==> src/rtl/spart_rx.sv <==
// SPART receiver: recovers 8N1 frames from the asynchronous rxd line using a
// 16x (OVERSAMPLE) baud enable, and presents the byte with rda/frm_err/ovr_err
// to the bus interface, which acknowledges with clr_rda.
module spart_rx #(
  parameter int OVERSAMPLE  = 16,
  parameter int SYNC_STAGES = 2
) (
  input  logic       clk,
  input  logic       rst,
  input  logic       en16,
  input  logic       rxd,
  input  logic       clr_rda,
  output logic [7:0] rx_data,
  output logic       rda,
  output logic       frm_err,
  output logic       ovr_err
);

  localparam int TW = (OVERSAMPLE > 1) ? $clog2(OVERSAMPLE) : 1;

  // The detection tick already counts as tick 0 of the start bit, so the
  // mid-start sample happens when the counter (started one tick later) hits
  // OVERSAMPLE/2-2, i.e. OVERSAMPLE/2-1 ticks after detection.
  localparam logic [TW-1:0] START_LAST = TW'(OVERSAMPLE / 2 - 2);
  localparam logic [TW-1:0] BIT_LAST   = TW'(OVERSAMPLE - 1);

  typedef enum logic [2:0] {
    IDLE,
    START,
    DATA,
    STOP,
    BRK
  } state_t;

  logic [SYNC_STAGES-1:0] sync_q;
  logic                   rxd_s;

  state_t        state_q, state_d;
  logic [TW-1:0] tick_q, tick_d;
  logic [2:0]    bit_q, bit_d;
  logic [7:0]    shft_q, shft_d;
  logic          load;

  assign rxd_s = sync_q[SYNC_STAGES-1];

  // Metastability synchronizer; resets to the idle (high) line level.
  always_ff @(posedge clk or negedge rst) begin
    if (!rst) begin
      sync_q <= '1;
    end else begin
      sync_q <= {sync_q[SYNC_STAGES-2:0], rxd};
    end
  end

  // Frame FSM state, tick/bit counters and shift register.
  always_ff @(posedge clk or negedge rst) begin
    if (!rst) begin
      state_q <= IDLE;
      tick_q  <= '0;
      bit_q   <= '0;
      shft_q  <= 8'h00;
    end else begin
      state_q <= state_d;
      tick_q  <= tick_d;
      bit_q   <= bit_d;
      shft_q  <= shft_d;
    end
  end

  // Next-state logic; everything advances only on en16 ticks.
  always_comb begin
    state_d = state_q;
    tick_d  = tick_q;
    bit_d   = bit_q;
    shft_d  = shft_q;
    load    = 1'b0;
    if (en16) begin
      case (state_q)
        IDLE: begin
          if (!rxd_s) begin
            state_d = START;
            tick_d  = '0;
          end
        end
        START: begin
          if (tick_q == START_LAST) begin
            tick_d = '0;
            bit_d  = '0;
            state_d = rxd_s ? IDLE : DATA;
          end else begin
            tick_d = tick_q + 1'b1;
          end
        end
        DATA: begin
          if (tick_q == BIT_LAST) begin
            shft_d = {rxd_s, shft_q[7:1]};
            tick_d = '0;
            bit_d  = bit_q + 1'b1;
            if (bit_q == 3'd7) begin
              state_d = STOP;
            end
          end else begin
            tick_d = tick_q + 1'b1;
          end
        end
        STOP: begin
          if (tick_q == BIT_LAST) begin
            load    = 1'b1;
            tick_d  = '0;
            state_d = rxd_s ? IDLE : BRK;
          end else begin
            tick_d = tick_q + 1'b1;
          end
        end
        BRK: begin
          if (rxd_s) begin
            state_d = IDLE;
          end
        end
        default: begin
          state_d = IDLE;
        end
      endcase
    end
  end

  // Bus-facing registers; a byte load takes priority over clr_rda.
  always_ff @(posedge clk or negedge rst) begin
    if (!rst) begin
      rx_data <= 8'h00;
      rda     <= 1'b0;
      frm_err <= 1'b0;
      ovr_err <= 1'b0;
    end else if (load) begin
      rx_data <= shft_q;
      rda     <= 1'b1;
      frm_err <= ~rxd_s;
      ovr_err <= rda & ~clr_rda;
    end else if (clr_rda) begin
      rda     <= 1'b0;
      ovr_err <= 1'b0;
    end
  end

endmodule

==> config.mk <==
export PLATFORM = sky130hd
export DESIGN_NAME = spart_rx
export DESIGN_NICKNAME = d
export VERILOG_FILES = /design/src/rtl/spart_rx.sv
export SDC_FILE = /design/constraint.sdc
export NUM_CORES = 1
export LEC_CHECK = 0
export ABC_AREA = 0
export BUFFER_PORTS_ARGS = -buffer_cell sky130_fd_sc_hd__buf_4
export CORE_MARGIN = 3
export CORE_UTILIZATION = 60
export CTS_BUF_LIST = sky130_fd_sc_hd__clkbuf_16
export DETAILED_ROUTE_END_ITERATION = 7
export GPL_ROUTABILITY_DRIVEN = 0
export PLACE_DENSITY = 0.82
export SLEW_MARGIN = 5
export SYNTH_ARGS = -nofsm -noshare
export SYNTH_HDL_FRONTEND = slang
export SYNTH_SLANG_ARGS = --single-unit
==> constraint.sdc <==
create_clock -name clk -period 4.39 [get_ports clk]
set_input_delay 0.2195 -clock clk [delete_from_list [all_inputs] [get_ports clk]]
set_output_delay 0.2195 -clock clk [all_outputs]
set_load 0.01 [all_outputs]
After elaboration in Yosys (flattened, before gate mapping)
Cells that the tools add are included.
Widths: inputs -> output; s select.
{"block": "word_totals", "inputBits": 5, "word_cells": 58, "register_bits": 31, "out_inout_bits": 11}
{"block": "op_classes", "add_sub_neg": 2, "eq_ne": 13, "muxes": 22, "bitwise": 3, "reduce_logical": 9}
{"operator": "$mux 3", "n": 9}
{"operator": "$pmux 3 s5", "n": 1}
{"operator": "$mux 4", "n": 3}
{"operator": "$ne 2x2->1 const B", "n": 6}
{"operator": "$pmux 4 s3", "n": 1}
{"operator": "$reduce_and 7->1", "n": 1}
{"operator": "$eq 3x2->1 const B", "n": 2}
{"operator": "$eq 3x3->1 const B", "n": 2}
{"operator": "$mux 1", "n": 6}
{"operator": "$pmux 3 s2", "n": 1}
{"operator": "$reduce_and 3->1", "n": 2}
{"operator": "$add 4x1->4 const B", "n": 1}
{"operator": "$eq 4x3->1 const B", "n": 1}
{"operator": "$eq 4x4->1 const B", "n": 1}
{"operator": "$reduce_and 4->1", "n": 1}
{"operator": "$reduce_bool 2->1", "n": 2}
{"operator": "$add 3x1->3 const B", "n": 1}
{"operator": "$eq 3x1->1 const B", "n": 1}
{"operator": "$logic_not 3->1", "n": 1}
{"operator": "$reduce_bool 3->1", "n": 1}
{"operator": "$mux 2", "n": 1}
{"operator": "$not 1->1", "n": 2}
{"operator": "$reduce_or 2->1", "n": 1}
{"operator": "$and 1x1->1", "n": 1}

Logic depth before layout (Yosys ltp)
Gate-level depths: netlist (run 1).
{"block": "depth", "depth_word": 5, "depth_mapped": 6, "mapped_depth_nobuf": 6}

Worst setup path before layout (run 1)
No wires, ideal clock.
{"block": "synth_path", "path_kind": "reg2reg", "from": "reg tick_q[0]", "to": "reg shft_q[1]", "path_buffers": 1, "stages_incl_launch_ff": 6, "arrival_time_ps": 1403, "slack_ps": 2859, "setup_ps": 128, "synth_period_minus_slack_ps": 1531, "cell_sequence": "dfrtp_1 -> ha_1 -> nand4_1 -> nor3_2 -> buf_4 -> mux2_1"}
{"block": "synth_via", "elab_chain_cells": 2}
{"element": "start: declaration", "line": "39", "source": "logic [TW-1:0] tick_q, tick_d;"}
{"element": "start signal: assignment", "line": "64", "source": "tick_q <= tick_d;"}
{"element": "$eq 4x4->1", "line": "95", "source": "if (tick_q == BIT_LAST) begin"}
{"element": "$reduce_and 3->1 (no source line)"}
{"element": "end signal: assignment", "line": "66", "source": "shft_q <= shft_d;"}
{"element": "end: declaration", "line": "41", "source": "logic [7:0] shft_q, shft_d;"}
No other way between the ends.
A chain may end at the register's enable or synchronous reset.

Final worst setup path (run 1)
{"block": "layout_path", "from": "reg tick_q[0]", "to": "reg bit_q[0]"}
{"block": "layout_via", "elab_chain_cells": 3, "word_cells_on_any_way": 5}
{"element": "$eq 4x4->1 or $eq 4x3->1 (tied branches)", "line": "95, 86"}
{"element": "$ne 2x2->1 (no source line)"}
{"element": "$reduce_and 4->1 (no source line) (*)"}
{"element": "end signal: assignment", "line": "65", "source": "bit_q <= bit_d;"}
{"element": "end: declaration", "line": "40", "source": "logic [2:0] bit_q, bit_d;"}
Mark *: on every way between the ends. The rest lies on a longest branch, timed or not.

==> results of run 1 <==
[where the power goes]
group / internal (mW) / leakage (nW) / switching, mW
registers: 0.351 / 0.401 / 0.0601
logic: 0.0949 / 0.370 / 0.0837
clock network: 0.264 / 0.0812 / 0.114
[worst reg2reg max path, stage by stage (launching register included)]
cell,delay (ns)
sky130_fd_sc_hd__dfrtp_1,0.41
sky130_fd_sc_hd__ha_1,0.24
sky130_fd_sc_hd__nand4_1,0.12
sky130_fd_sc_hd__nor3_2,0.69
sky130_fd_sc_hd__a31oi_1,0.18
sky130_fd_sc_hd__mux2_2,0.32
[synth_stat cells]
| library cell | instances | share of area (%) |
|---|---|---|
| sky130_fd_sc_hd__a2111oi_0 | 1 | 0.64 |
| sky130_fd_sc_hd__a21o_1 | 2 | 1.1 |
| sky130_fd_sc_hd__a21oi_1 | 3 | 1.1 |
| sky130_fd_sc_hd__a22o_1 | 3 | 1.9 |
| sky130_fd_sc_hd__a31oi_1 | 2 | 0.91 |
| sky130_fd_sc_hd__and3_1 | 1 | 0.46 |
| sky130_fd_sc_hd__and3b_1 | 1 | 0.64 |
| sky130_fd_sc_hd__and3b_2 | 1 | 0.73 |
| sky130_fd_sc_hd__buf_4 | 2 | 1.1 |
| sky130_fd_sc_hd__buf_6 | 1 | 0.82 |
| sky130_fd_sc_hd__dfrtp_1 | 29 | 53 |
| sky130_fd_sc_hd__dfstp_2 | 2 | 3.8 |
| sky130_fd_sc_hd__ha_1 | 4 | 3.6 |
| sky130_fd_sc_hd__inv_1 | 3 | 0.82 |
| sky130_fd_sc_hd__mux2_1 | 10 | 8.2 |
| sky130_fd_sc_hd__mux2_2 | 2 | 1.6 |
| sky130_fd_sc_hd__mux2_4 | 5 | 5.5 |
| sky130_fd_sc_hd__mux2i_1 | 1 | 0.73 |
| sky130_fd_sc_hd__nand2_1 | 6 | 1.6 |
| sky130_fd_sc_hd__nand2b_1 | 5 | 2.3 |
| sky130_fd_sc_hd__nand3_1 | 1 | 0.36 |
| sky130_fd_sc_hd__nand3_4 | 1 | 1.3 |
| sky130_fd_sc_hd__nand4_1 | 1 | 0.46 |
| sky130_fd_sc_hd__nor2_1 | 3 | 0.82 |
| sky130_fd_sc_hd__nor3_1 | 2 | 0.73 |
| sky130_fd_sc_hd__nor3_2 | 1 | 0.73 |
| sky130_fd_sc_hd__o21a_1 | 1 | 0.55 |
| sky130_fd_sc_hd__o21ai_0 | 2 | 0.73 |
| sky130_fd_sc_hd__o21ai_1 | 4 | 1.5 |
| sky130_fd_sc_hd__o31a_1 | 1 | 0.64 |
| sky130_fd_sc_hd__o31ai_1 | 2 | 1.1 |
| sky130_fd_sc_hd__o32a_1 | 1 | 0.73 |
[sequential cells by signal, summed over array words and instances (netlist names)]
| register | cells |
|---|---|
| shft_q | 8 |
| frm_err | 1 |
| rx_data | 8 |
| tick_q | 4 |
| rda | 1 |
| bit_q | 3 |
| ovr_err | 1 |
| state_q | 3 |
| sync_q | 2 |
[logic make-up after synthesis]
group           count (synthesis)  synth area share [%]
fa+ha+maj                       4                  3.64
buf+inv                         6                  2.73
mux                            18                  16.0
flops                          31                  56.6
compound gates                 22                  10.8
simple gates                   23                  10.1
[how the worst max path moves through the flow]
stage / end / cells after the start
after floorplan: shft_q[1] / 5
after global placement: bit_q[0] / 5
after detailed placement: bit_q[0] / 5
after CTS: bit_q[0] / 5
after global routing: bit_q[0] / 5
final: bit_q[0] / 5
[per-layer routing]
layer | wire, microns | share of wire (%) | global-route usage (%)
met1 | 1120 | 45 | 27.6
met5 | 0 | 0 | 0
met2 | 1180 | 48 | 33.9
met3 | 116 | 4.7 | 6.09
met4 | 42 | 1.7 | 9.79
[through the flow]
step | cells | cell area, sq um | total power [mW] | setup slack (ns)
6_report | 152 | 1670 | 0.967 | 2.32
2_1_floorplan | 104 | 1370 | 0.531 | 2.86
4_1_cts | 152 | 1670 | 0.970 | 2.28
5_1_grt | 152 | 1670 | 1.02 | 2.10
3_3_place_gp | 143 | 1490 | 0.574 | 2.45
3_5_place_dp | 143 | 1490 | 0.590 | 2.32
[area by class of cell]
type | instances | area, sq um | area share (%)
Tap cell | 27 | 33.8 | 2.03
Multi-Input combinational cell | 67 | 558 | 33.5
Clock buffer | 5 | 125 | 7.50
Inverter | 3 | 11.3 | 0.675
Sequential cell | 31 | 778 | 46.7
Timing Repair Buffer | 16 | 123 | 7.35
Clock inverter | 3 | 38.8 | 2.33
[repair_timing]
item,in CTS,in global routing
hold buffers,1,0
gates resized for setup,0,0
setup endpoints to repair,0,0
endpoints found under the hold margin,29,0
buffers inserted,0,0
==> reports/summary.log, run 1 <==
[detailed_routing] vias after detailed routing 908
[cells_and_area] Area Overhead vs Synth 21.4%
[worst_setup_path] critical path, cell by cell ha_1, nand4_1, nor3_2, a31oi_1, mux2_2
[detailed_routing] number of vias per cell after detailed routing 5.97
[worst_setup_path] origin of the critical flop-to-flop path tick_q[0]
[hold_path] Min-Delay Endpoint sync_q[0]
[global_route] global-route usage over all layers 21.6%
[synth] sequential element share of the synthesized area 56.6%
[detailed_routing] Starting DRT DRC Count 9
[timing] relative max-transition margin 45.2%
[cts] sinks on the clock net 31
[place] HPWL after DPL 1.55 mm
[detailed_routing] average wire per standard cell 16.2 microns
[cells_and_area] most used cells in the layout excluding fill and tap cells sky130_fd_sc_hd__dfrtp_1 (29), sky130_fd_sc_hd__buf_4 (15), sky130_fd_sc_hd__mux2_1 (10), sky130_fd_sc_hd__nand2_1 (6)
[synth] number of unique standard cell types used by synthesis 32
[synth] synthesized area per cell 13.2 sq um
[synth] post-synthesis sequential element count 31
[detailed_routing] Post-Route WL 2.46 mm
[power_and_ir_drop] power per unit of standard cell area 580 nW/um^2
[worst_setup_path] CP max-delay cell sky130_fd_sc_hd__nor3_2
[floorplanning] Die X-Extent 53.9 microns
[timing] setup skew after layout 0.00522 ns
[cts] clock-pin slew reported for the worst setup and hold paths after clock tree synthesis 0.05 ns
[cts] Root Driver sky130_fd_sc_hd__clkbuf_16
[cells_and_area] most common cell after layout, fill and taps aside sky130_fd_sc_hd__dfrtp_1
[cts] Skew-Pair Late Insertion Delay 0.27 ns
[synth] Mapped Area 1370 sq um
[power_and_ir_drop] Worst IR Drop VDD 0.514 mV
[worst_setup_path] cell depth of the worst flop-to-flop path 5
[status] outcome finished, final reports clean
[worst_setup_path] endpoint of the most critical register-to-register path bit_q[0]
[floorplanning] number of I/O pins 16
[worst_setup_path] cell family with the largest share of critical-path delay simple AND/OR/NAND/NOR gates
[global_route] largest net degree at the start of global routing 32
[synth] Synth Warn # 0
[worst_setup_path] largest stage delay on the critical path 0.69 ns
[floorplanning] placement row count 16
[cells_and_area] final standard cell utilization of the core 80.9%
[hold_path] Hold/Removal Path Class primary input to flop
[global_route] number of global-route vias before repair 961
[global_route] first-pass GRT wire length 4.32 mm
[detailed_routing] Initial DRT Pass Iterations 4
[cts] Inserted Clock Buffers 5
[worst_setup_path] endpoint arrival time on the critical path 2.22 ns
[timing] maximum clock frequency 0.483 GHz
[global_route] initial antenna violation count 0
[floorplanning] die area 2900 sq um
[cells_and_area] fill cell total of the finished layout 111
[worst_setup_path] number of buffer and inverter stages on the critical path 0
[power_and_ir_drop] leakage dissipation 0.853 nW
[worst_setup_path] crit path capture type flop
[flow_run] number of max-cap violations 0
[cells_and_area] share of cells above drive strength 1 27.2%
[timing] minimum period implied by the final worst setup slack 2.07 ns
[timing] final count of pins violating max slew 0
[timing] final setup violating endpoints 0
[cts] maximum root-to-sink buffer count 2
[cells_and_area] count of inserted antenna diode cells 0
[worst_setup_path] critical path startpoint category flop
[worst_setup_path] CP required 4.54 ns
[floorplanning] die height 53.9 microns
[detailed_routing] number of nets with antenna violations after detailed routing 0
[timing] final count of hold timing violations 0
[global_route] Overflow after GRT 0
[synth] cells after synthesis 104
[worst_setup_path] start-to-end type of the worst setup path flop to flop
[hold_path] cell depth of the worst hold path 1
[synth] syn_nets 113
[timing] worst-margin pin slew 0.817 ns
[floorplanning] area of the core 2060 sq um
[hold_path] HP Start rxd
[worst_setup_path] maximum fanout encountered on the critical timing path 12
[detailed_routing] final routed DRC violation total 0
[worst_setup_path] start point of the critical path tick_q[0]
[cells_and_area] NumNets Final 133
[worst_setup_path] flop-to-flop setup slack 2.32 ns
[timing] Fin Setup TNS 0 ns
[place] buffers added on ports 15
[timing] RSZ-0062 raised after global routing false
[cts] H-tree depth 2
[timing] period utilisation layout 47.2%
[timing] WHS 0.0543 ns
[floorplanning] starting density of the core 66.6%
[cts] CTS tree yes
No activity file was read; power rests on OpenSTA's default activity.
==> run 2, diff against run 1 <==
Settings changed: CORE_UTILIZATION 60 to 56, PLACE_DENSITY 0.82 to 0.77.
Clock period 4.39 ns to 2.1 ns, I/O delays scaled along.
==> run 2 against run 1 <==
Clock skew about the same. Die area up 6.3%. Worst hold slack better by 0.012 ns. Sequential power is 110% higher. Flip-flop and latch count stayed put. Power grew 95%. Critical path depth down 1. Combinational power is 110% higher. Utilization down 7.5 points. Routed wire length down 4.0%. Clock power grew 73%. Critical endpoint is now rx_data[2]. Largest power group unchanged.
==> reports/summary.log, run 2 (synthesis gave the netlist of run 1 again) <==
[cts] clock-pin slew reported for the worst setup and hold paths after clock tree synthesis 0.05 ns [about the same]
[worst_setup_path] CP required 2.25 ns [-2.29 ns]
[cts] maximum root-to-sink buffer count 2 [unchanged]
[detailed_routing] Post-Route WL 2.36 mm [-4.0%]
[cells_and_area] fill cell total of the finished layout 152 [+37%]
[timing] WHS 0.0667 ns [+0.0124 ns]
[timing] period utilisation layout 79.5% [+32 points]
[worst_setup_path] Crit path depth 4 [-1]
[flow_run] number of max-cap violations 0 [unchanged]
[cells_and_area] count of inserted antenna diode cells 0 [unchanged]
[worst_setup_path] number of buffer and inverter stages on the critical path 0 [unchanged]
[worst_setup_path] cell depth of the worst flop-to-flop path 4 [-1]
[detailed_routing] number of vias per cell after detailed routing 5.52 [-7.6%]
[worst_setup_path] largest stage delay on the critical path 0.40 ns [-0.29 ns]
[cells_and_area] register area 778 sq um [unchanged]
[cts] Skew-Pair Late Insertion Delay 0.27 ns [about the same]
[worst_setup_path] CP max-delay cell sky130_fd_sc_hd__dfrtp_1
[global_route] largest net degree at the start of global routing 32 [unchanged]
[worst_setup_path] origin of the critical flop-to-flop path tick_q[0]
[status] outcome finished, final reports clean
[timing] maximum clock frequency 0.599 GHz [+24%]
[floorplanning] number of I/O pins 16 [unchanged]
[worst_setup_path] start-to-end type of the worst setup path flop to flop
[timing] final setup violating endpoints 0 [unchanged]
[global_route] Overflow after GRT 0 [unchanged]
[detailed_routing] number of nets with antenna violations after detailed routing 0 [unchanged]
[place] HPWL after DPL 1.58 mm [+1.6%]
[timing] final count of pins violating max slew 0 [unchanged]
[timing] RSZ-0062 raised after global routing false
[floorplanning] die height 55.5 microns [+3.1%]
[timing] slack of the critical path 0.430 ns [-1.89 ns]
[detailed_routing] final routed DRC violation total 0 [unchanged]
[timing] Fin Setup TNS 0 ns [unchanged]
[hold_path] cell depth of the worst hold path 2 [+1]
[cts] H-tree depth 2 [unchanged]
[global_route] global-route usage over all layers 17.2% [-4.4 points]
[hold_path] Min-Delay Endpoint state_q[1]
[global_route] first-pass GRT wire length 4.04 mm [-6.4%]
[worst_setup_path] critical path startpoint category flop
[cells_and_area] Area Overhead vs Synth 21.6%
[cells_and_area] most common cell after layout, fill and taps aside sky130_fd_sc_hd__dfrtp_1
[cts] CTS tree yes
[power_and_ir_drop] leakage dissipation 0.858 nW [+0.58%]
[worst_setup_path] flop-to-flop setup slack 0.43 ns [-1.89 ns]
[cells_and_area] share of cells above drive strength 1 26.6% [-0.64 points]
[timing] relative max-transition margin 75.7% [+30 points]
[worst_setup_path] cell family with the largest share of critical-path delay simple AND/OR/NAND/NOR gates
[detailed_routing] Starting DRT DRC Count 12 [+3]
[floorplanning] Die X-Extent 55.5 microns [+3.1%]
[hold_path] Hold/Removal Path Class primary input to flop
[cts] Inserted Clock Buffers 5 [unchanged]
[place] worst slack, placed 0.469 ns [-1.85 ns]
[timing] minimum period implied by the final worst setup slack 1.67 ns [-0.401 ns]
[place] buffers added on ports 15 [unchanged]
[worst_setup_path] crit path capture type flop
[global_route] number of global-route vias before repair 853 [-11%]
[hold_path] HP Start en16
[cells_and_area] NumNets Final 136 [+2.3%]
[detailed_routing] average wire per standard cell 15.1 microns [-6.5%]
[power_and_ir_drop] power per unit of standard cell area 1130 nW/um^2 [+95%]
[cells_and_area] biggest registers after layout rx_data (8), shft_q (8), tick_q (4)
[floorplanning] placement row count 17 [+1]
[power_and_ir_drop] Worst IR Drop VDD 0.929 mV [+81%]
[cts] sinks on the clock net 31 [unchanged]
[worst_setup_path] endpoint arrival time on the critical path 1.82 ns [-0.40 ns]
[cells_and_area] most used cells in the layout excluding fill and tap cells sky130_fd_sc_hd__dfrtp_1 (29), sky130_fd_sc_hd__buf_4 (16), sky130_fd_sc_hd__mux2_1 (10), sky130_fd_sc_hd__nand2_1 (6)
[floorplanning] area of the core 2280 sq um [+10%]
[timing] final count of hold timing violations 0 [unchanged]
[cells_and_area] multi-input combinational cell area 558 sq um [unchanged]
[cts] Root Driver sky130_fd_sc_hd__clkbuf_16
[cts] count of instances resized after the clock tree is built 0 [unchanged]
[floorplanning] starting density of the core 60.4% [-6.3 points]
[worst_setup_path] endpoint of the most critical register-to-register path rx_data[2]
[floorplanning] die area 3080 sq um [+6.3%]
[timing] setup skew after layout 0.00540 ns [+0.000181 ns]
[worst_setup_path] maximum fanout encountered on the critical timing path 13 [+1]
[worst_setup_path] critical path, cell by cell ha_1, and3_1, nand3_4, mux2_1
[detailed_routing] Initial DRT Pass Iterations 3 [-1]
[timing] worst-margin pin slew 0.356 ns [-0.462 ns]
[global_route] initial antenna violation count 0 [unchanged]
[detailed_routing] vias after detailed routing 861 [-5.2%]
==> run 2: cell types whose count changed in the layout (fill, tap and decap cells not counted), sizes merged <==
cell,delta
buf,+1
bufinv,-1
dlygate4sd3,+2
inv,+1
==> run 2: area by class of cell <==
type | instances | area share [%]
inverter | 3 | 0.674
tap | 28 | 2.10
sequential | 31 | 46.6
clock inverter | 3 | 0.749
timing repair buffer | 19 | 8.99
clock buffer | 5 | 7.49
multi-input combinational | 67 | 33.4
==> run 2: per-stage QoR <==
step	cells	power (mW)	utilization [%]	instance area (sq um)
after floorplan	104	1.11	-	1370
after global placement	145	1.21	66.0	1500
after detailed placement	145	1.23	66.0	1500
after CTS	156	1.91	73.4	1670
after global routing	156	2.01	73.4	1670
final	156	1.88	73.4	1670
==> run 2: timing repair <==
action | in CTS | in global routing
endpoints found under the setup margin | 0 | 0
hold buffers | 3 | 0
hold endpoints to repair | 31 | 0
setup buffers | 0 | 0
==> run 2: routing by layer <==
layer  vias to the layer above  track usage (%)  share of wire (%)
li1                        422                -                  -
met2                        15             26.7                 50
met3                         5             7.01                4.2
met5                         -                0                  0
met1                       419             21.5                 45
met4                         0             6.25                1.1
==> run 2: worst max path at each step <==
stage	start	endpoint	slack [ns]
3_5_place_dp	tick_q[0]	rx_data[2]	0.47
6_report	tick_q[0]	rx_data[2]	0.43
2_1_floorplan	tick_q[0]	shft_q[1]	0.57
3_3_place_gp	tick_q[0]	rx_data[3]	0.53
5_1_grt	tick_q[0]	rx_data[1]	0.34
4_1_cts	tick_q[0]	rx_data[2]	0.43
==> run 2: power by group <==
group	total, mW	leakage (nW)	switching (mW)	internal (mW)
Combinational	0.373	0.384	0.170	0.204
Clock	0.655	0.0724	0.229	0.426
Sequential	0.856	0.401	0.123	0.733
==> run 3, diff against run 2 <==
Settings changed: ABC_AREA 0 to 1, CORE_UTILIZATION 56 to 57, PLACE_DENSITY 0.77 to 0.78.
Clock period 2.1 ns to 1.6 ns, I/O delays scaled along.
==> run 3 against run 2 <==
Non-clock buffer count decreased by 2. Cell area increased by 7.5%. First-iteration DRC count rose to 4.8 times the previous value. Power grew 29%. Critical endpoint is now ovr_err. Largest power group is now clock.
==> reports/summary.log, run 3 <==
[cts] Post-CTS Setup Inserts 0 [unchanged]
[timing] Fin Setup TNS 0 ns [unchanged]
[worst_setup_path] flop-to-flop setup slack 0.14 ns [-0.29 ns]
[synth] Synth Warn # 0 [unchanged]
[synth] cells taking the most area after synthesis sky130_fd_sc_hd__dfrtp_1 (49%), sky130_fd_sc_hd__nand2_1 (13%), sky130_fd_sc_hd__o21ai_2 (8.8%)
[cts] CTS tree yes
[synth] top-count cell post-synth sky130_fd_sc_hd__nand2_1
[cells_and_area] share of cells above drive strength 1 25.1% [-1.4 points]
[worst_setup_path] largest stage delay on the critical path 0.37 ns [-0.03 ns]
[hold_path] Hold/Removal Path Class primary input to flop
[synth] Synth top area share 48.8% [-4.0 points]
[cts] Inserted Clock Buffers 5 [unchanged]
[synth] number of synthesized flops with an enable pin 0 [unchanged]
[synth] Mapped Area 1490 sq um [+8.2%]
[cells_and_area] Area Overhead vs Synth 20.8%
[detailed_routing] Starting DRT DRC Count 58 [+46]
[global_route] number of global-route vias before repair 1139 [+34%]
[synth] number of unique standard cell types used by synthesis 20 [-38%]
[detailed_routing] number of vias per cell after detailed routing 5.15 [-6.7%]
[status] outcome finished, final reports clean
[cts] sinks on the clock net 31 [unchanged]
[global_route] Overflow after GRT 0 [unchanged]
[worst_setup_path] endpoint arrival time on the critical path 1.60 ns [-0.22 ns]
[global_route] largest net degree at the start of global routing 32 [unchanged]
[cts] clock-pin slew reported for the worst setup and hold paths after clock tree synthesis 0.05 ns [about the same]
[global_route] initial antenna violation count 0 [unchanged]
[detailed_routing] average wire per standard cell 12.6 microns [-17%]
[floorplanning] area of the core 2340 sq um [+2.8%]
[detailed_routing] number of nets with antenna violations after detailed routing 0 [unchanged]
[power_and_ir_drop] Worst IR Drop VDD 1.27 mV [+36%]
[worst_setup_path] crit path capture type flop
[floorplanning] number of I/O pins 16 [unchanged]
[power_and_ir_drop] Switching Power 0.688 mW [+32%]
[cts] Root Driver sky130_fd_sc_hd__clkbuf_16
[timing] final count of hold timing violations 0 [unchanged]
[synth] share of async-settable or async-resettable flops after synthesis 100% [unchanged]
[global_route] global-route usage over all layers 20.5% [+3.3 points]
[flow_run] number of max-cap violations 0 [unchanged]
[power_and_ir_drop] combinational share of power 19.2% [-0.6 points]
[cells_and_area] most used cells in the layout excluding fill and tap cells sky130_fd_sc_hd__nand2_1 (51), sky130_fd_sc_hd__dfrtp_1 (29), sky130_fd_sc_hd__inv_1 (23), sky130_fd_sc_hd__o21ai_2 (15), sky130_fd_sc_hd__buf_4 (15)
[timing] setup skew after layout 0.00185 ns [-0.00355 ns]
[timing] relative max-transition margin 75.1% [-0.59 points]
[synth] cell type contributing the most total cell area after synthesis sky130_fd_sc_hd__dfrtp_1
[cells_and_area] multi-input combinational cell area 596 sq um [+6.7%]
[cts] Skew-Pair Late Insertion Delay 0.27 ns [about the same]
[cells_and_area] fill cell total of the finished layout 166 [+9.2%]
[worst_setup_path] CP max-delay cell sky130_fd_sc_hd__dfrtp_1
[worst_setup_path] start-to-end type of the worst setup path flop to flop
[global_route] first-pass GRT wire length 5.04 mm [+25%]
[worst_setup_path] critical path startpoint category flop
[timing] minimum period implied by the final worst setup slack 1.46 ns [-0.206 ns]
[timing] worst-margin pin slew 0.374 ns [+0.0180 ns]
[detailed_routing] vias after detailed routing 1128 [+31%]
[cells_and_area] most common cell after layout, fill and taps aside sky130_fd_sc_hd__nand2_1
[cells_and_area] biggest registers after layout rx_data (8), shft_q (8), tick_q (4)
[power_and_ir_drop] portion of total power attributed to sequential cells 38.3% [-7.1 points]
[timing] final count of pins violating max slew 0 [unchanged]
[synth] Main synth FF type sky130_fd_sc_hd__dfrtp_1
[synth] Synth top cells by count sky130_fd_sc_hd__nand2_1 (51), sky130_fd_sc_hd__dfrtp_1 (29), sky130_fd_sc_hd__inv_1 (23)
[detailed_routing] Initial DRT Pass Iterations 4 [+1]
[cts] maximum root-to-sink buffer count 2 [unchanged]
[synth] post-synthesis sequential element count 31 [unchanged]
[cells_and_area] count of inserted antenna diode cells 0 [unchanged]
[cells_and_area] register area 778 sq um [unchanged]
[worst_setup_path] critical path, cell by cell ha_1, nand3_2, nor3_4, inv_2, nand3_1, o21ai_0
[timing] final setup violating endpoints 0 [unchanged]
[timing] maximum clock frequency 0.683 GHz [+14%]
[floorplanning] die area 3260 sq um [+5.6%]
[worst_setup_path] maximum fanout encountered on the critical timing path 19 [+6]
[timing] period utilisation layout 91.5% [+12 points]
[floorplanning] die height 57.1 microns [+2.8%]
[timing] RSZ-0062 raised after global routing false
[place] placed instance count 209 [+44%]
[synth] sequential element share of the synthesized area 52.4% [-4.3 points]
[detailed_routing] final routed DRC violation total 0 [unchanged]
[floorplanning] Die X-Extent 57.1 microns [+2.8%]
[synth] cells after synthesis 169 [+63%]
[cts] H-tree depth 2 [unchanged]
[detailed_routing] Post-Route WL 2.77 mm [+17%]
[power_and_ir_drop] power per unit of standard cell area 1350 nW/um^2 [+20%]
[floorplanning] placement row count 17 [unchanged]
[synth] synthesized area per cell 8.80 sq um [-33%]
[power_and_ir_drop] design internal power 1.74 mW [+28%]
[power_and_ir_drop] leakage dissipation 0.907 nW [+5.7%]
[power_and_ir_drop] switching power as a share of total power 28.3% [+0.63 points]
[cells_and_area] Post-Layout Cell Count 219 [+40%]
[place] buffers added on ports 15 [unchanged]
[synth] syn_nets 178 [+58%]
[worst_setup_path] CP required 1.74 ns [-0.51 ns]
[cells_and_area] NumNets Final 199 [+46%]
[power_and_ir_drop] Clk network pwr share 42.5% [+7.7 points]
[place] HPWL after DPL 1.98 mm [+25%]
[floorplanning] starting density of the core 63.5% [+3.2 points]
[run 3: changes by cell type after synthesis, sizes merged, moves of 3 or more]
cell    delta
nor2      +11
nand3      +9
o21ai     +17
nand2     +47
nand2b     -5
mux2      -17
inv       +21
a22o       -3
[run 3: path summary, 6_finish.rpt]
kind	cells after the start	startpoint	end
setup reg to reg	6	tick_q[1]	ovr_err
max in group asynchronous	2	rst	sync_q[0]
hold / removal	4	clr_rda	rda
hold reg to reg	0	sync_q[0]	sync_q[1]
setup / recovery	6	tick_q[1]	ovr_err
min in group asynchronous	2	rst	state_q[1]
[run 3: power groups by stage]
| stage | clock [mW] | combinational, mW | sequential [mW] |
|---|---|---|---|
| 2_1_floorplan | 0 | 0.361 | 0.917 |
| 3_3_place_gp | 0 | 0.431 | 0.938 |
| 3_5_place_dp | 0 | 0.450 | 0.944 |
| 4_1_cts | 1.05 | 0.463 | 0.932 |
| 5_1_grt | 1.09 | 0.548 | 0.944 |
| 6_report | 1.03 | 0.466 | 0.931 |
[run 3: area by class of cell]
class / instances / share of cell area (%)
Clock buffer: 5 / 6.97
Clock inverter: 3 / 2.16
Inverter: 24 / 5.02
Multi-Input combinational cell: 111 / 33.2
Sequential cell: 31 / 43.3
Tap cell: 28 / 1.95
Timing Repair Buffer: 17 / 7.39
[run 3: stage by stage]
step	setup WS (ns)	area [sq um]	hold WS, ns	util [%]	power [mW]
6_report	0.136	1800	0.106	76.7	2.43
5_1_grt	0.00209	1800	0.126	76.7	2.58
4_1_cts	0.115	1790	0.100	76.4	2.45
2_1_floorplan	0.266	1490	-0.216	-	1.28
3_5_place_dp	0.130	1600	0.0292	68.6	1.39
3_3_place_gp	0.185	1600	0.0232	68.6	1.37
[run 3: critical path, delay by kind of cell, from the launching register on]
| kind | cells | cell delay [ns] |
|---|---|---|
| and+or+nand+nor | 3 | 0.48 |
| DFF | 1 | 0.37 |
| adders and majority gates | 1 | 0.21 |
| AOI/OAI and AO/OA | 1 | 0.07 |
| buffers and inverters | 1 | 0.19 |
[run 3: timing repair]
item / 4_1_cts / 5_1_grt
hold endpoints to repair: 30 / 0
endpoints found under the setup margin: 0 / 4
hold buffers: 2 / 0
resized for setup: 0 / 2
[run 3: logic make-up (layout without fill, tap and decap cells)]
kind of cell / after synthesis / count (layout) / share of synthesized area [%]
flops: 31 / 31 / 52.4
simple gates: 83 / 83 / 24.3
fa+ha+maj: 4 / 4 / 3.37
buf+inv: 27 / 49 / 8.08
compound gates: 24 / 24 / 11.9
[run 3: layer usage]
metal / share of wire [%] / wire length, microns / GRT usage (%) / up-vias
met4: 1.7 / 46 / 10.3 / 0
li1: - / - / - / 571
met5: 0 / 0 / 0 / -
met1: 42 / 1160 / 23.3 / 536
met2: 53 / 1460 / 34.9 / 15
met3: 3.8 / 105 / 6.11 / 6
